===== config.mk =====
export PLATFORM = sky130hd
export DESIGN_NAME = stump_imm_encoder
export DESIGN_NICKNAME = d
export VERILOG_FILES = /design/src/rtl/stump_imm_encoder.sv
export SDC_FILE = /design/constraint.sdc
export NUM_CORES = 1
export LEC_CHECK = 0
export CAP_MARGIN = 10
export CORE_AREA = 2 2 76 78
export CTS_BUF_LIST = sky130_fd_sc_hd__clkbuf_8 sky130_fd_sc_hd__clkbuf_16
export DETAILED_ROUTE_END_ITERATION = 7
export DIE_AREA = 0 0 78 80
export GPL_TIMING_DRIVEN = 0
export PLACE_DENSITY_LB_ADDON = 0.05
export SLEW_MARGIN = 5
export SYNTH_ARGS = -nofsm -noshare
export SYNTH_HDL_FRONTEND = slang
export SYNTH_SLANG_ARGS = --single-unit

===== constraint.sdc =====
create_clock -name clk -period 3.54 [get_ports clk]
set_input_delay 0.708 -clock clk [delete_from_list [all_inputs] [get_ports clk]]
set_output_delay 0.708 -clock clk [all_outputs]
set_load 0.01 [all_outputs]

===== src/rtl/stump_imm_encoder.sv =====
// Stump immediate encoder: 16-bit value + ext_op -> compact D[7:0] field, fit flag,
// 2-entry result FIFO and saturating out-of-range counter. Optional macro: STUMP_IMM_SATURATE_EN.
module stump_imm_encoder #(
  parameter int CNT_W = 8
) (
  input  logic             clk,
  input  logic             rst,
  input  logic             in_valid,
  output logic             in_ready,
  input  logic [15:0]      in_value,
  input  logic             in_ext_op,
  output logic             out_valid,
  input  logic             out_ready,
  output logic [7:0]       out_D,
  output logic             out_ext_op,
  output logic             out_fits,
  input  logic             err_clr,
  output logic [CNT_W-1:0] err_count
);

  typedef struct packed {
    logic [7:0] d;
    logic       ext_op;
    logic       fits;
  } entry_t;

  entry_t           r_mem [2];
  logic             r_wr_ptr;
  logic             r_rd_ptr;
  logic [1:0]       r_count;
  logic [CNT_W-1:0] r_err_count;

  logic       w_fits8;
  logic       w_fits5;
  logic       w_fits;
  logic [7:0] w_d;
  logic       w_push;
  logic       w_pop;

  // A value fits when every bit above the immediate's sign bit copies that sign bit.
  assign w_fits8 = (&in_value[15:7]) | ~(|in_value[15:7]);
  assign w_fits5 = (&in_value[15:4]) | ~(|in_value[15:4]);

  // NOTE: every always_comb output gets a default first so no path leaves it unassigned (no latch).
  always_comb begin
    w_fits = in_ext_op ? w_fits8 : w_fits5;
    w_d    = in_ext_op ? in_value[7:0] : {3'b000, in_value[4:0]};
`ifdef STUMP_IMM_SATURATE_EN
    if (!w_fits) begin
      if (in_ext_op) w_d = in_value[15] ? 8'h80 : 8'h7F;
      else           w_d = in_value[15] ? 8'h10 : 8'h0F;
    end
`endif
  end

  assign in_ready  = (r_count < 2'd2);
  assign out_valid = (r_count != 2'd0);
  assign w_push    = in_valid & in_ready;
  assign w_pop     = out_valid & out_ready;

  // The head entry drives the outputs directly; it is stale (not cleared) once the FIFO empties.
  assign out_D      = r_mem[r_rd_ptr].d;
  assign out_ext_op = r_mem[r_rd_ptr].ext_op;
  assign out_fits   = r_mem[r_rd_ptr].fits;
  assign err_count  = r_err_count;

  // NOTE: sequential state uses non-blocking assignments so all registers update from pre-edge values.
  always_ff @(posedge clk) begin
    if (rst) begin
      // NOTE: the two storage entries are reset because they drive out_* directly and must read 0 after reset.
      for (int i = 0; i < 2; i++) r_mem[i] <= '0;
      r_wr_ptr    <= 1'b0;
      r_rd_ptr    <= 1'b0;
      r_count     <= 2'd0;
      r_err_count <= '0;
    end else begin
      if (w_push) begin
        r_mem[r_wr_ptr] <= '{d: w_d, ext_op: in_ext_op, fits: w_fits};
        r_wr_ptr        <= ~r_wr_ptr;
      end
      if (w_pop) r_rd_ptr <= ~r_rd_ptr;

      case ({w_push, w_pop})
        2'b10:   r_count <= r_count + 2'd1;
        2'b01:   r_count <= r_count - 2'd1;
        default: r_count <= r_count;
      endcase

      if (err_clr)
        r_err_count <= '0;
      else if (w_push && !w_fits && !(&r_err_count))
        r_err_count <= r_err_count + CNT_W'(1);
    end
  end

endmodule


# Word-level counts from Yosys, hierarchy flattened
# Memory sizes are Yosys's and may differ from the RTL's. A register that Yosys moved wholly into a read port is not among the register bits.
# Cells that the tools add are included.
# word_totals
output_inout_bits	20
rom_bits	0
n_memories	1
elab_cells	45
ramBits	20
latch_bits	0
ff_bits	12
inputBits	22
# op_classes
multipliers	0
n_addsub	3
eq_ne	2
magnitude_cmp	1
muxes	13
n_div	0
reduce_logical	13
bitwise_logic	8
n_shift	0
# memory_table
name	words	width	read_ports	rd_ports_with_merged_regs	wr	line_no	source
r_mem	2	10	1	1	2	27	entry_t r_mem [2];
# op_table
cell	n
AND reduction 12 bit	1
OR reduction 12 bit	1
two-way mux 1 bit	10
two-way mux 10 bit	1
OR reduction 10 bit	1
AND reduction 9 bit	1
OR reduction 9 bit	1
adder 8 x 1 -> 8 bit (second input constant)	1
two-way mux 8 bit	1
AND reduction 8 bit	1
inverter 1 bit	4
case mux 2 bit (2 select lines)	1
nonzero test 2 bit	2
adder 2 x 1 -> 2 bit (second input constant)	1
AND 1 bit	2
equality test 2 x 1 -> 1 bit (second input constant)	1
equality test 2 bit (second input constant)	1
logical AND 1 bit	2
logical NOT 1 bit	2
less-than comparator 2 bit (second input constant)	1
bitwise OR 1 bit	2
OR reduction 2 bit	1
subtractor 2 x 1 -> 2 bit (second input constant)	1

# Depth between registers and ports, before layout
# Gate-level depths: netlist (run 1).
# logic_depth
depth_word	7
ltp_mapped	6
ltp_nobuf	6

# Worst setup path before layout (run 1)
# Ideal clock, no wire load.
# synth_timing
path_kind	input -> register
start	in in_value[12]
end	reg r_err_count[5], in the netlist err_count[5]
arrival_ns	1.830
t_required_ns	3.470
path_slack_ns	1.640
setup_time_ns	0.070
path_stages	5
cell_sequence	a41oi_2 o41ai_2 a31o_1 or4_1 a21oi_1
# synth_between
elab_chain_cells	7
word_cells_on_any_way	12
classes_between	mux: 1; bitwise: 4; reduce/logical: 7
# synth_rtl
element	line_no	source
start, declared	10	input logic [15:0] in_value,
OR reduction 12 bit / OR reduction 9 bit (equally long branches)	42, 41	
inverter 1 bit, on equally long branches	42, 41	
bitwise OR 1 bit, on equally long branches	42, 41	
two-way mux 1 bit (*)	46	w_fits = in_ext_op ? w_fits8 : w_fits5;
logical NOT 1 bit (*)	91	else if (w_push && !w_fits && !(&r_err_count))
logical AND 1 bit (*) (2 in series)	91	
end signal, assigned	92	r_err_count <= r_err_count + CNT_W'(1);
end, declared	31	logic [CNT_W-1:0] r_err_count;
# Every way passes the cells marked *; elsewhere a longest branch is shown, timed or not.
# A chain may end at the register's enable or synchronous reset.

==> flow_metrics.py, run 1 <==
metrics = {
    "run_status": {
        "status": "finished clean",
    },
    "synth": {
        "synthSimpleGateAreaFrac_pct": 21.0,
        "synth_top_family_by_area": "simple AND/OR/NAND/NOR gates",
        "synth-edff-count": 20,
        "synthesis.area_um2": 1560,
        "synthMuxAreaShare_pct": 7.23,
        "yosysTopAreaCellShare_pct": 38.6,
        "synth_compound_area_share_pct": 10.5,
        "avgSynthCellArea_um2": 11.4,
        "ys_seq_area_share_pct": 55.3,
        "ys_async_sr_fraction_pct": 0,
        "synth_area_leader_cell": "edfxtp_1",
        "synth_flop_cell": "edfxtp_1",
        "synth.distinct_cells": 35,
        "syn_inst": 136,
        "yosysWarnings": 0,
        "synthAdderAreaFrac_pct": 1.61,
        "synth_xor_area_share_pct": 2.25,
        "postSynthNetCount": 160,
        "ys_seq_elements": 33,
        "yosys-top-cells-area": "edfxtp_1 39%, dfxtp_1 17%, mux2_2 7.2%",
    },
    "sta": {
        "fin_ws_ns": 0.870,
        "worst-slew-pin-transition_ns": 1.08,
        "setup_viol": 0,
        "finClkSkew_ns": 0.00636,
        "setup_tns_ns": 0,
        "max_freq_ghz": 0.375,
        "min_period_ns": 2.67,
        "whs_ns": 0.516,
        "drv_slew": 0,
        "rsz0062_at_grt": "no",
        "slew-limit-headroom_pct": 27.2,
        "post-route-period-util_pct": 75.4,
        "hold_viol": 0,
    },
    "die": {
        "dieArea_um2": 6240,
        "die_y_um": 80,
        "rows": 27,
        "die_w_um": 78,
        "core_area_um2": 5410,
        "ios": 42,
        "start_util_pct": 28.8,
    },
    "cts": {
        "root_buffer": "clkbuf_8",
        "clock-sinks": 33,
        "cts_made_buffers": 5,
        "clk_pin_slew_ns": 0.07,
        "cts_buffer_depth": 2,
        "cts_hold_buf": 0,
        "clk_latency_ns": 0.29,
        "cts_setup_buffers": 0,
        "cts_tree": "yes",
        "cts_resized": 0,
        "cts_max_level": 2,
    },
    "power_and_ir_drop": {
        "switchingPower_uw": 335,
        "p_per_area_nw_per_um2": 570,
        "ir_worst_vdd_mv": 0.240,
        "swShare_pct": 27.3,
        "comb_power_share_pct": 31.6,
        "p_clk_share_pct": 27.6,
        "pwr-share-seq_pct": 40.7,
        "p_int_uw": 892,
        "power.leakage_uw": 0.000777,
        "power.total_uw": 1230,
    },
    "global_route": {
        "antenna_found_initial": 0,
        "overflow": 0,
        "grt_max_degree": 11,
        "grt_pass1_wl_mm": 5.91,
        "grt_usage_pct": 12.5,
        "grt_pass1_vias": 1273,
    },
    "critical_path": {
        "end_kind": "output pin",
        "worstSetupPathType": "register to output pin",
        "cp_max_fo": 10,
        "critPathMaxStageDelay_ns": 0.48,
        "worstSetupStartpointType": "register",
        "cp_cell_sequence": "clkbuf_1, mux2_2, clkdlybuf4s50_1",
        "cpLargestDelayFamily": "buffers and inverters",
        "cp_slowest_cell": "clkdlybuf4s50_1",
        "arrival_ns": 1.96,
        "cp_num_buf_inv": 2,
        "cp.required_ns": 2.83,
    },
    "run": {
        "drv_cap": 0,
    },
    "final_layout": {
        "final_common_cell": "clkdlybuf4s50_1",
        "final_cell_mix": "40 x clkdlybuf4s50_1, 20 x edfxtp_1, 13 x and2_1, 13 x dfxtp_1, 10 x mux2_2",
        "final_cells": 256,
        "drive_above_1_share_pct": 13.6,
        "fin_nets": 207,
        "area_growth_pct": 38.3,
        "fill_cells": 564,
        "diodes": 0,
    },
    "detailed_routing": {
        "via_count": 1241,
        "vias_per_cell": 4.85,
        "wirelength_mm": 3.61,
        "drt_iter0_drc": 50,
        "drc": 0,
        "wire_per_inst_um": 14.1,
        "drtPass1Iterations": 4,
        "ant_nets": 0,
    },
    "place": {
        "port_buffers": 40,
        "dp_slack_ns": 0.729,
        "hpwl_mm": 2.58,
        "gp_congestion": 0.811,
        "post-place-cells": 248,
    },
    "hold_path": {
        "hp-class": "register to register",
    },
}
cell usage after synthesis (all sizes together), types with 2 or more instances:
cell type  number
edfxtp         20
and2           13
dfxtp          13
mux2           10
and3            9
a21oi           8
o21ai           7
nand2           5
nor2            5
or3             5
nand3           4
clkbuf          3
nand4           3
or2             3
a41oi           2
buf             2
ha              2
inv             2
nor3            2
nor4            2
o31ai           2
or4             2
xnor2           2
xor2            2
routing by layer:
layer  vias up  share of wire [%]  GRT usage (%)
met3         6                6.0           4.64
met2        32                 52           22.8
met1       604                 40           12.7
met4         0                1.6           5.44
li1        599                  -              -
met5         -                  0              0
cell families after synthesis:
| kind of cell | after synthesis |
|---|---|
| AOI/OAI and AO/OA | 24 |
| xor gates and xnor gates | 4 |
| adders and majority gates | 2 |
| buffers and inverters | 7 |
| DFF | 33 |
| muxes | 10 |
| and+or+nand+nor | 56 |
final timing paths:
check	startpoint	endpoint	slack (ns)	cells past startpoint
worst min-delay path	r_rd_ptr	r_rd_ptr	0.52	2
worst min register to register	r_rd_ptr	r_rd_ptr	0.52	2
worst max-delay path	register	out_fits	0.87	3
worst max register to register	r_count[1]	r_mem[1][7]	1.56	5
through the flow:
step | util (%) | instance area (µm²)
detailed placement | 37.9 | 2050
global route | 39.8 | 2150
CTS | 39.8 | 2150
global placement | 37.9 | 2050
floorplan | - | 1560
finish | 39.8 | 2150
power by group through the flow:
stage	Clock, µW	Combinational [µW]	Sequential [µW]
4_1_cts	348	398	499
2_1_floorplan	0	215	501
3_3_place_gp	0	388	504
5_1_grt	365	424	508
3_5_place_dp	0	394	507
6_report	339	388	500
state kept, by name (all words and copies together), names as in the netlist, named ones only:
name	count
r_count	2
r_mem	20
err_count	8
r_rd_ptr	1
r_wr_ptr	1
area by class of cell:
cell class	instances	area, µm²	area share (%)
Tap cell	72	90.1	4.18
Sequential cell	33	861	40.0
Clock buffer	5	68.8	3.20
Inverter	2	7.51	0.349
Multi-Input combinational cell	96	662	30.7
Timing Repair Buffer	40	400	18.6
Buffer	5	26.3	1.22
Clock inverter	3	37.5	1.74
worst register-to-register path, cell delays in order, from the launching register on:
cell and delay [ns]:
dfxtp_1 0.34, inv_1 0.08, nand2_1 0.18, nor3b_1 0.31
clkbuf_1 0.38, or2_2 0.37
(Power assumes the default switching activity.)
==> inputs of run 2 (changes only) <==
Clock period 3.54 ns to 2.5 ns, I/O delays scaled along.
==> flow_metrics.py, run 2 (same netlist as run 1, synthesis figures left out) <==
metrics = {
    "cts": {
        "cts_setup_buffers": 0,
        "root_buffer": "clkbuf_8",
        "cts_hold_buf": 0,
        "cts_resized": 0,
        "cts_max_level": 2,
        "clk_pin_slew_ns": 0.07,
        "cts_made_buffers": 5,
        "cts_tree": "yes",
        "cts_buffer_depth": 2,
        "clk_latency_ns": 0.29,
        "clock-sinks": 33,
    },
    "final_layout": {
        "multiInputGateArea_um2": 662,
        "largest_reg_flops": 20,
        "final_common_cell": "clkdlybuf4s50_1",
        "diodes": 0,
        "final_area_um2": 2150,
        "fin_nets": 206,
        "final_cells": 255,
        "top_register": "r_mem",
        "regArea_um2": 861,
        "drive_above_1_share_pct": 13.7,
        "area_growth_pct": 38.1,
        "final_cell_mix": "40 x clkdlybuf4s50_1, 20 x edfxtp_1, 13 x and2_1, 13 x dfxtp_1, 10 x mux2_2",
        "fill_cells": 566,
    },
    "critical_path": {
        "cp.required_ns": 2.00,
        "end_kind": "output pin",
        "cp_max_fo": 10,
        "arrival_ns": 1.81,
        "worstSetupPathType": "register to output pin",
        "worstSetupStartpointType": "register",
    },
    "sta": {
        "setup_tns_ns": 0,
        "whs_ns": 0.516,
        "hold_viol": 0,
        "post-route-period-util_pct": 92.4,
        "slew-limit-headroom_pct": 27.6,
        "worst-slew-pin-transition_ns": 1.08,
        "max_freq_ghz": 0.433,
        "drv_slew": 0,
        "finClkSkew_ns": 0.00635,
        "setup_viol": 0,
        "rsz0062_at_grt": "no",
        "min_period_ns": 2.31,
    },
    "detailed_routing": {
        "wire_per_inst_um": 14.2,
        "vias_per_cell": 4.85,
        "via_count": 1237,
        "wirelength_mm": 3.61,
        "drtPass1Iterations": 4,
        "ant_nets": 0,
        "drc": 0,
        "drt_iter0_drc": 52,
    },
    "die": {
        "die_y_um": 80,
        "ios": 42,
        "dieArea_um2": 6240,
        "rows": 27,
        "start_util_pct": 28.8,
        "die_w_um": 78,
        "core_area_um2": 5410,
    },
    "run": {
        "drv_cap": 0,
    },
    "power_and_ir_drop": {
        "comb_power_share_pct": 30.0,
        "ir_worst_vdd_mv": 0.340,
        "swShare_pct": 27.4,
        "pwr-share-seq_pct": 42.2,
        "p_int_uw": 1260,
        "switchingPower_uw": 476,
        "p_clk_share_pct": 27.8,
        "p_per_area_nw_per_um2": 808,
        "power.leakage_uw": 0.000776,
    },
    "global_route": {
        "antenna_found_initial": 0,
        "grt_max_degree": 11,
        "grt_pass1_vias": 1274,
        "grt_pass1_wl_mm": 5.91,
        "grt_usage_pct": 12.5,
        "overflow": 0,
    },
    "hold_path": {
        "hp-class": "register to register",
    },
    "place": {
        "dpl_cell_area_um2": 2050,
        "post-place-cells": 248,
        "hpwl_mm": 2.58,
        "port_buffers": 40,
        "gp_congestion": 0.811,
    },
    "run_status": {
        "status": "finished clean",
    },
}
-- run 2: worst paths after layout --
check             start          end  slack, ns  cells after the start
min reg2reg    r_rd_ptr     r_rd_ptr       0.52                      2
max reg2reg  r_count[1]  r_mem[1][7]       0.52                      5
min            r_rd_ptr     r_rd_ptr       0.52                      2
max            register     out_fits       0.19                      2
-- run 2: stage by stage --
step,utilization (%),power (µW),setup slack [ns]
global route,39.8,1830,0.0623
global placement,37.9,1260,-0.0482
detailed placement,37.9,1280,-0.103
floorplan,-,1010,0.741
finish,39.8,1740,0.189
CTS,39.8,1760,0.147
-- run 2: layer usage --
metal	share of wire, %	vias to the layer above	global-route usage (%)
met2	52	30	22.8
met5	0	-	0
li1	-	599	-
met3	5.8	6	4.64
met1	40	602	12.8
met4	1.6	0	5.44
-- run 2: critical path, stage by stage (launching register included) --
cell             delay [ns]
dfxtp_1                0.63
mux2_2                 0.41
clkdlybuf4s50_1        0.48
-- run 2: layout make-up --
type	count	share of cell area (%)
plain buffers	4	1.05
clock buffers	5	3.20
clock inverters	3	1.75
inverters	2	0.349
multi-input cells	96	30.8
flip-flops and latches	33	40.0
well taps	72	4.19
repair buffers	40	18.6
-- run 2: power groups by stage --
stage	registers (µW)	logic (µW)	clock network [µW]
after floorplan	709	304	0
after global placement	713	550	0
after detailed placement	718	559	0
after CTS	733	532	493
after global routing	748	567	517
final	733	522	482
